<file path="config.mk">
export PLATFORM = sky130hd
export DESIGN_NAME = if_fetch_unit
export DESIGN_NICKNAME = d
export VERILOG_FILES = /design/src/rtl/if_fetch_unit.sv
export SDC_FILE = /design/constraint.sdc
export NUM_CORES = 1
export LEC_CHECK = 0
export CAP_MARGIN = 20
export CORE_AREA = 4 4 195 197
export DETAILED_ROUTE_END_ITERATION = 12
export DIE_AREA = 0 0 199 201
export PLACE_DENSITY = 0.5
export SLEW_MARGIN = 20
export SYNTH_ARGS = -nofsm -noshare
export SYNTH_HDL_FRONTEND = slang
export SYNTH_SLANG_ARGS = --single-unit
export TNS_END_PERCENT = 30
</file>
<file path="constraint.sdc">
create_clock -name clk -period 5.42 [get_ports clk]
set_input_delay 0.542 -clock clk [delete_from_list [all_inputs] [get_ports clk]]
set_output_delay 0.542 -clock clk [all_outputs]
set_load 0.005 [all_outputs]
</file>
<file path="src/rtl/if_fetch_unit.sv">
// Instruction-fetch front end: issues in-order imem reads at the current PC, buffers
// returned words with their fetch addresses, and hands them to ID over valid/ready.
module if_fetch_unit #(
  parameter int XLEN  = 32,
  parameter int DEPTH = 4
) (
  input  logic            clk,
  input  logic            rst_n,
  input  logic [XLEN-1:0] pc,
  input  logic            flush,
  output logic            pc_write,
  output logic            imem_req_valid,
  input  logic            imem_req_ready,
  output logic [XLEN-1:0] imem_req_addr,
  input  logic            imem_rsp_valid,
  input  logic [31:0]     imem_rsp_data,
  output logic            id_valid,
  input  logic            id_ready,
  output logic [31:0]     id_instr,
  output logic [XLEN-1:0] id_pc
);

  localparam int AW = $clog2(DEPTH);
  localparam int PW = AW + 1;
  localparam logic [PW:0] DEPTH_W = (PW+1)'(DEPTH);

  logic [PW-1:0]    wr_q, wr_d, fill_q, fill_d, rd_q, rd_d, drop_q, drop_d;
  logic [DEPTH-1:0] filled_q, filled_d;
  logic [XLEN-1:0]  pc_mem    [DEPTH];
  logic [31:0]      instr_mem [DEPTH];

  logic [PW-1:0] occ, outstanding;
  logic [AW-1:0] wr_idx, fill_idx, rd_idx;
  logic          req_fire, rsp_drop, rsp_fill, deq;

  assign occ         = wr_q - rd_q;
  assign outstanding = wr_q - fill_q;
  assign wr_idx      = wr_q[AW-1:0];
  assign fill_idx    = fill_q[AW-1:0];
  assign rd_idx      = rd_q[AW-1:0];

  // Credits count both live entries and words still owed to a discarded fetch stream,
  // so a late stale response can never land in a slot reused by a new request.
  assign imem_req_valid = rst_n && !flush && (({1'b0, occ} + {1'b0, drop_q}) < DEPTH_W);
  assign imem_req_addr  = pc;
  assign req_fire       = imem_req_valid && imem_req_ready;
  assign pc_write       = req_fire || flush;

  assign rsp_drop = imem_rsp_valid && (drop_q != '0);
  assign rsp_fill = imem_rsp_valid && (drop_q == '0) && (outstanding != '0);

  assign id_valid = rst_n && !flush && filled_q[rd_idx];
  assign id_instr = instr_mem[rd_idx];
  assign id_pc    = pc_mem[rd_idx];
  assign deq      = id_valid && id_ready;

  always_comb begin
    wr_d     = wr_q;
    fill_d   = fill_q;
    rd_d     = rd_q;
    drop_d   = drop_q;
    filled_d = filled_q;
    if (flush) begin
      wr_d     = '0;
      fill_d   = '0;
      rd_d     = '0;
      filled_d = '0;
      drop_d   = outstanding - PW'(rsp_fill) + drop_q - PW'(rsp_drop);
    end else begin
      if (req_fire) wr_d = wr_q + 1'b1;
      if (rsp_drop) drop_d = drop_q - 1'b1;
      if (rsp_fill) begin
        fill_d             = fill_q + 1'b1;
        filled_d[fill_idx] = 1'b1;
      end
      if (deq) begin
        rd_d             = rd_q + 1'b1;
        filled_d[rd_idx] = 1'b0;
      end
    end
  end

  always_ff @(posedge clk or negedge rst_n) begin
    if (!rst_n) begin
      wr_q     <= '0;
      fill_q   <= '0;
      rd_q     <= '0;
      drop_q   <= '0;
      filled_q <= '0;
    end else begin
      wr_q     <= wr_d;
      fill_q   <= fill_d;
      rd_q     <= rd_d;
      drop_q   <= drop_d;
      filled_q <= filled_d;
    end
  end

  always_ff @(posedge clk) begin
    if (req_fire) pc_mem[wr_idx] <= pc;
    if (rsp_fill && !flush) instr_mem[fill_idx] <= imem_rsp_data;
  end

  a_no_orphan_rsp: assert property (@(posedge clk) disable iff (!rst_n)
    !(imem_rsp_valid && (outstanding == '0) && (drop_q == '0)));

endmodule

</file>
# Word level (Yosys, flattened, before mapping)
# Memory sizes are Yosys's and may differ from the RTL's.
# Cells that the tools add are included.
[word_totals] ff_bits=16 ramBits=256 inputBits=70 mem_count=2
[mem_list] memory="instr_mem" depth=4 width=32 read_ports=1 rd_clocked_by_memory_dff=0 write_ports=1 line_no="30" text="logic [31:0] instr_mem [DEPTH];"
[mem_list] memory="pc_mem" depth=4 width=32 read_ports=1 rd_clocked_by_memory_dff=0 write_ports=1 line_no="29" text="logic [XLEN-1:0] pc_mem [DEPTH];"
[op_classes] n_addsub=10 magnitude_cmp=5 muxes=22 bitwise=3 n_reduce_logical=20
[op_table] operator="two-way mux 3 bit" n=8
[op_table] operator="two-way mux 4 bit" n=4
[op_table] operator="logical AND 1 bit" n=11
[op_table] operator="adder 3 x 1 -> 3 bit (second input constant)" n=3
[op_table] operator="nonzero test 2 bit" n=4
[op_table] operator="two-way mux 1 bit" n=7
[op_table] operator="< comparator 2 x 3 -> 1 bit (second input constant)" n=2
[op_table] operator="nonzero test 3 bit" n=2
[op_table] operator="subtractor 3 x 1 -> 3 bit" n=2
[op_table] operator="subtractor 3 bit" n=2
[op_table] operator="adder 3 x 3 -> 4 bit" n=1
[op_table] operator="bitwise AND 4 bit" n=1
[op_table] operator="demux 1 bit (select 2 bit)" n=2
[op_table] operator="greater-or-equal comparator 2 x 1 -> 1 bit (second input constant)" n=2
[op_table] operator="< comparator 4 x 3 -> 1 bit (second input constant)" n=1
[op_table] operator="NOT 4 bit" n=1
[op_table] operator="bitwise OR 4 bit" n=1
[op_table] operator="adder 3 bit" n=1
[op_table] operator="zero test 3 bit" n=1
[op_table] operator="subtractor 3 x 1 -> 3 bit (second input constant)" n=1
[op_table] operator="binary-select mux 1 bit (select 2 bit)" n=1
[op_table] operator="zero test 1 bit" n=1
[op_table] operator="logical OR 1 bit" n=1

# Longest topological paths before layout
[logic_depth] word_depth=10 ltp_mapped=16 depth_no_buf=16

# Worst setup path before layout
# Ideal clock, no wire load.
[synth_timing] path_type="register to register" startpoint="register wr_q[0]" endpoint="memory instr_mem[3][0] (enable)" setup_time_ns=0.461 arrival_time_ns=4.044 required_time_ns=4.959 slack_ns=0.915 stages_incl_launch_ff=8 n_path_buf=0 path_cell_list="dfrtp_1 inv_1 ha_1 fa_1 xnor3_2 a311oi_4 inv_2 nor3_1"
[synth_via] elab_chain_len=6
[synth_lines] item="start: declaration" line_no="27" text="logic [PW-1:0] wr_q, wr_d, fill_q, fill_d, rd_q, rd_d, drop_q, drop_d;"
[synth_lines] item="start signal: assignment" line_no="91" text="wr_q <= wr_d;"
[synth_lines] item="subtractor 3 bit" line_no="37" text="assign outstanding = wr_q - fill_q;"
[synth_lines] item="nonzero test 3 bit" line_no="50" text="assign rsp_fill = imem_rsp_valid && (drop_q == '0) && (outstanding != '0);"
[synth_lines] item="logical AND 1 bit" line_no="50"
[synth_lines] item="logical AND 1 bit" line_no="101" text="if (rsp_fill && !flush) instr_mem[fill_idx] <= imem_rsp_data;"
[synth_lines] item="two-way mux 1 bit" line_no="101"
[synth_lines] item="two-way mux 1 bit (implied by the code)" line_no="101"
[synth_lines] item="end: declaration" line_no="30"
# Every way passes these cells.

# Final worst setup path
[layout_timing] startpoint="register wr_q[0]" endpoint="register drop_q[2]"
[layout_via] elab_chain_len=7
[layout_lines] item="subtractor 3 bit (*)" line_no="37"
[layout_lines] item="nonzero test 3 bit" line_no="50"
[layout_lines] item="logical AND 1 bit" line_no="50"
[layout_lines] item="subtractor 3 x 1 -> 3 bit (*)" line_no="68" text="drop_d = outstanding - PW'(rsp_fill) + drop_q - PW'(rsp_drop);"
[layout_lines] item="adder 3 bit (*)" line_no="68"
[layout_lines] item="subtractor 3 x 1 -> 3 bit (*)" line_no="68"
[layout_lines] item="two-way mux 3 bit (*)" line_no="63" text="if (flush) begin"
[layout_lines] item="end signal: assignment" line_no="94" text="drop_q <= drop_d;"
[layout_lines] item="end: declaration" line_no="27"
# Every way passes the cells marked *; elsewhere a longest branch is shown, timed or not.
# A chain may end at the register's enable or synchronous reset.

==> impl_metrics.csv <==
group,metric,value,unit
routing,drc_errors,0,
logic_synthesis,netlist_area,10800,sq um
cts,path_clk_slew,0.06,ns
layout,most-common-layout-cells,"edfxtp_1, clkdlybuf4s50_1, mux4_2, clkbuf_16, ha_1",
layout,n_antenna_cell,0,
worst_setup_path,crit_fanout,7,
worst_setup_path,cp_common_cell,"fa_1",
logic_synthesis,synth_cells,500,
cts,worst_skew_pair.late_latency,0.54,ns
pwr,p_leak,4.43,nW
placement,post-dp-hpwl,13500,um
global_route,grt_pass1_wl,33500,um
sta,fmax,225,MHz
routing,postRouteAntennaNets,0,
logic_synthesis,synth-edff-count,256,
global_route,grt_pass1_vias,5758,
worst_setup_path,arrival,4.87,ns
logic_synthesis,synth.ff_latch_count,272,
worst_setup_path,cp-end-kind,"flop",
pwr,vdd_drop_max,0.251,mV
worst_setup_path,cp_slowest_cell,"fa_1",
global_route,grtUsageTotal,10.8,%
worst_setup_path,critPathMaxStageDelay,0.52,ns
sta,finClkSkew,0.0134,ns
routing,highest_layer,"met5",
sta,worst_slew_pin_slew,0.986,ns
floorplanning,start_util,29.7,%
logic_synthesis,yosysTopAreaCellShare,71.5,%
routing,firstDrtPassIters,4,
logic_synthesis,synth.avg_cell_area,21.5,sq um
layout,syn2layout_area_growth,28.8,%
sta,setup_viol,0,
floorplanning,core,36300,sq um
placement,place_inst,1089,
placement,place_congestion,0.728,
logic_synthesis,synth_area_leaders,"edfxtp_1, mux4_2, dfrtp_1",
run_status,status,"completed",
sta,min_period_over_period,82.0,%
floorplanning,dieArea,40000,sq um
floorplanning,die_h,201,um
layout,final_nets,748,
sta,fin_crit,4.45,ns
cts,cts.sink_count,272,
logic_synthesis,synth_top_flop_cell,"edfxtp_1",
logic_synthesis,synth_nets,595,
sta,max_slew_margin,34.3,%
worst_setup_path,path_buf_inv,4,
logic_synthesis,ys_seq_area_share,75.2,%
cts,cts_root_buf,"clkbuf_16",
cts,hold_buffers,0,
sta,fin_tns_setup,0,ns
layout,drive_gt1_share,19.9,%
min_path,min-delay-path-class,"primary input to asynchronous set/reset pin",
worst_setup_path,required,5.84,ns
placement,io_buffers,168,
floorplanning,placement_rows,70,
logic_synthesis,yosysUniqueCellTypes,36,
worst_setup_path,critical_path_class,"flop to flop",
global_route,grt_remaining_overflow,0,
worst_setup_path,crit_path_start_kind,"flop",
cts,cts-buffers-inserted,30,
cts,cts_tree,"yes",
layout,nFillCells,3326,
logic_synthesis,ys_async_sr_fraction,5.88,%
floorplanning,die_w,199,um
routing,wl_per_cell,19.3,um
logic_synthesis,synth_warnings,0,
worst_setup_path,path_delay_family,"adder cells",
sta,finalHoldViolations,0,
cts,cts_resized,0,
routing,drt-met1-wl,8890,um
pwr,cellPowerDensity,358,nW/um^2
cts,clk_path_buf_depth,3,
routing,drt_wl_total,22100,um
routing,viasPerCell,4.52,
routing,drtIter0Drc,282,
logic_synthesis,yosys.area.top_type,"edfxtp_1",
global_route,antenna_found_initial,1,
routing,dr_wl_met2,10600,um
global_route,grt_max_degree,71,
cts,h-tree-depth,1,
routing,wl_met3,2040,um
job,max_cap_viol_count,0,
sta,finalMaxSlewViolations,0,
sta,rsz0062_at_grt,"no",
routing,vias,5172,
cts,cts_setup_buffers,0,
floorplanning,ios,169,
worst_setup_path,crit_chain,"inv_1 > ha_1 > fa_1 > xnor3_2 > a311oi_4 > inv_2 > fa_1 > inv_1 > fa_1 > inv_1 > ha_1 > fa_1 > xnor2_1 > xnor2_1 > mux2i_1 > xor2_1",
layout,final_cells,1145,
layout,final_common_cell,"edfxtp_1",
[flip-flops by register name, indices dropped and copies added (netlist names)]
signal	cells
filled_q	4
wr_q	3
pc_mem	128
drop_q	3
fill_q	3
instr_mem	128
rd_q	3
[cell usage after synthesis (2+ instances only)]
library cell and instances:
and2_1 8, nor2_1 3, a211oi_1 3, nor3b_1 2, o21ai_0 5, nor3_1 2, xor2_1 2, nand2b_1 2
buf_2 7, edfxtp_1 256, clkbuf_1 11, a21oi_1 9, or3_1 2, buf_4 32, fa_1 5, mux2i_1 5
xnor2_1 4, ha_1 20, dfrtp_1 16, inv_1 16, nand3_1 2, mux4_2 65, nand2_1 10
[metrics by stage]
step / total power, mW / instance area (sq um) / hold WS (ns) / util, % / setup WS, ns
after floorplan: 2.63 / 10800 / 0.246 / - / 0.915
after global placement: 2.81 / 12800 / 0.496 / 35.2 / 1.09
after detailed placement: 2.83 / 12800 / 0.492 / 35.2 / 0.978
after CTS: 5.04 / 13800 / 0.477 / 38.2 / 0.886
after global routing: 5.17 / 13800 / 0.523 / 38.2 / 0.694
final: 4.96 / 13800 / 0.478 / 38.2 / 0.975
[per-layer routing]
metal / global-route usage (%) / up-vias
li1: - / 2286
met1: 13.1 / 2672
met2: 18.3 / 172
met3: 3.93 / 40
met4: 2.56 / 2
met5: 0 / -
[final timing paths]
kind / start / end / slack [ns] / cells past startpoint
min reg2reg: drop_q[2] / drop_q[2] / 0.50 / 1
max reg2reg: wr_q[0] / drop_q[2] / 0.97 / 16
max in group asynchronous: rst_n / rd_q[0] / 4.32 / 1
max: wr_q[0] / drop_q[2] / 0.97 / 16
min: rst_n / drop_q[0] / 0.48 / 1
min in group clk: drop_q[2] / drop_q[2] / 0.50 / 1
[cell type report]
| type | instances | area, sq um | area share, % |
|---|---|---|---|
| flip-flops and latches | 272 | 8100 | 58.5 |
| multi-input cells | 160 | 2300 | 16.6 |
| repair buffers | 172 | 1720 | 12.4 |
| clock buffers | 34 | 787 | 5.68 |
| well taps | 468 | 586 | 4.23 |
| clock inverters | 22 | 304 | 2.20 |
| inverters | 17 | 63.8 | 0.461 |
[worst reg2reg max path: cells and delay by family (launching register included)]
family | cells | cell delay [ns]
flops | 1 | 0.40
mux | 1 | 0.11
compound gates | 1 | 0.49
buf+inv | 4 | 0.38
xor+xnor | 4 | 0.77
fa+ha+maj | 6 | 2.19
[power breakdown]
group	switching (mW)	leakage [nW]	internal [mW]
combinational	0.193	1.39	0.218
clock	0.807	0.523	1.38
sequential	0.0245	2.52	2.34
total	1.02	4.43	3.94
[cells by family (layout without fill, tap and decap cells)]
| logic type | Yosys count | after routing | synth area share [%] |
|---|---|---|---|
| flip-flops | 272 | 272 | 75.2 |
| XOR/XNOR | 7 | 7 | 0.710 |
| AO/OA/AOI/OAI | 21 | 21 | 1.33 |
| AND/OR/NAND/NOR | 37 | 37 | 1.87 |
| multiplexers | 70 | 70 | 14.1 |
| adder cells (fa/ha/maj) | 25 | 25 | 3.26 |
| buffers and inverters | 68 | 245 | 3.57 |
(Power assumes the default switching activity.)
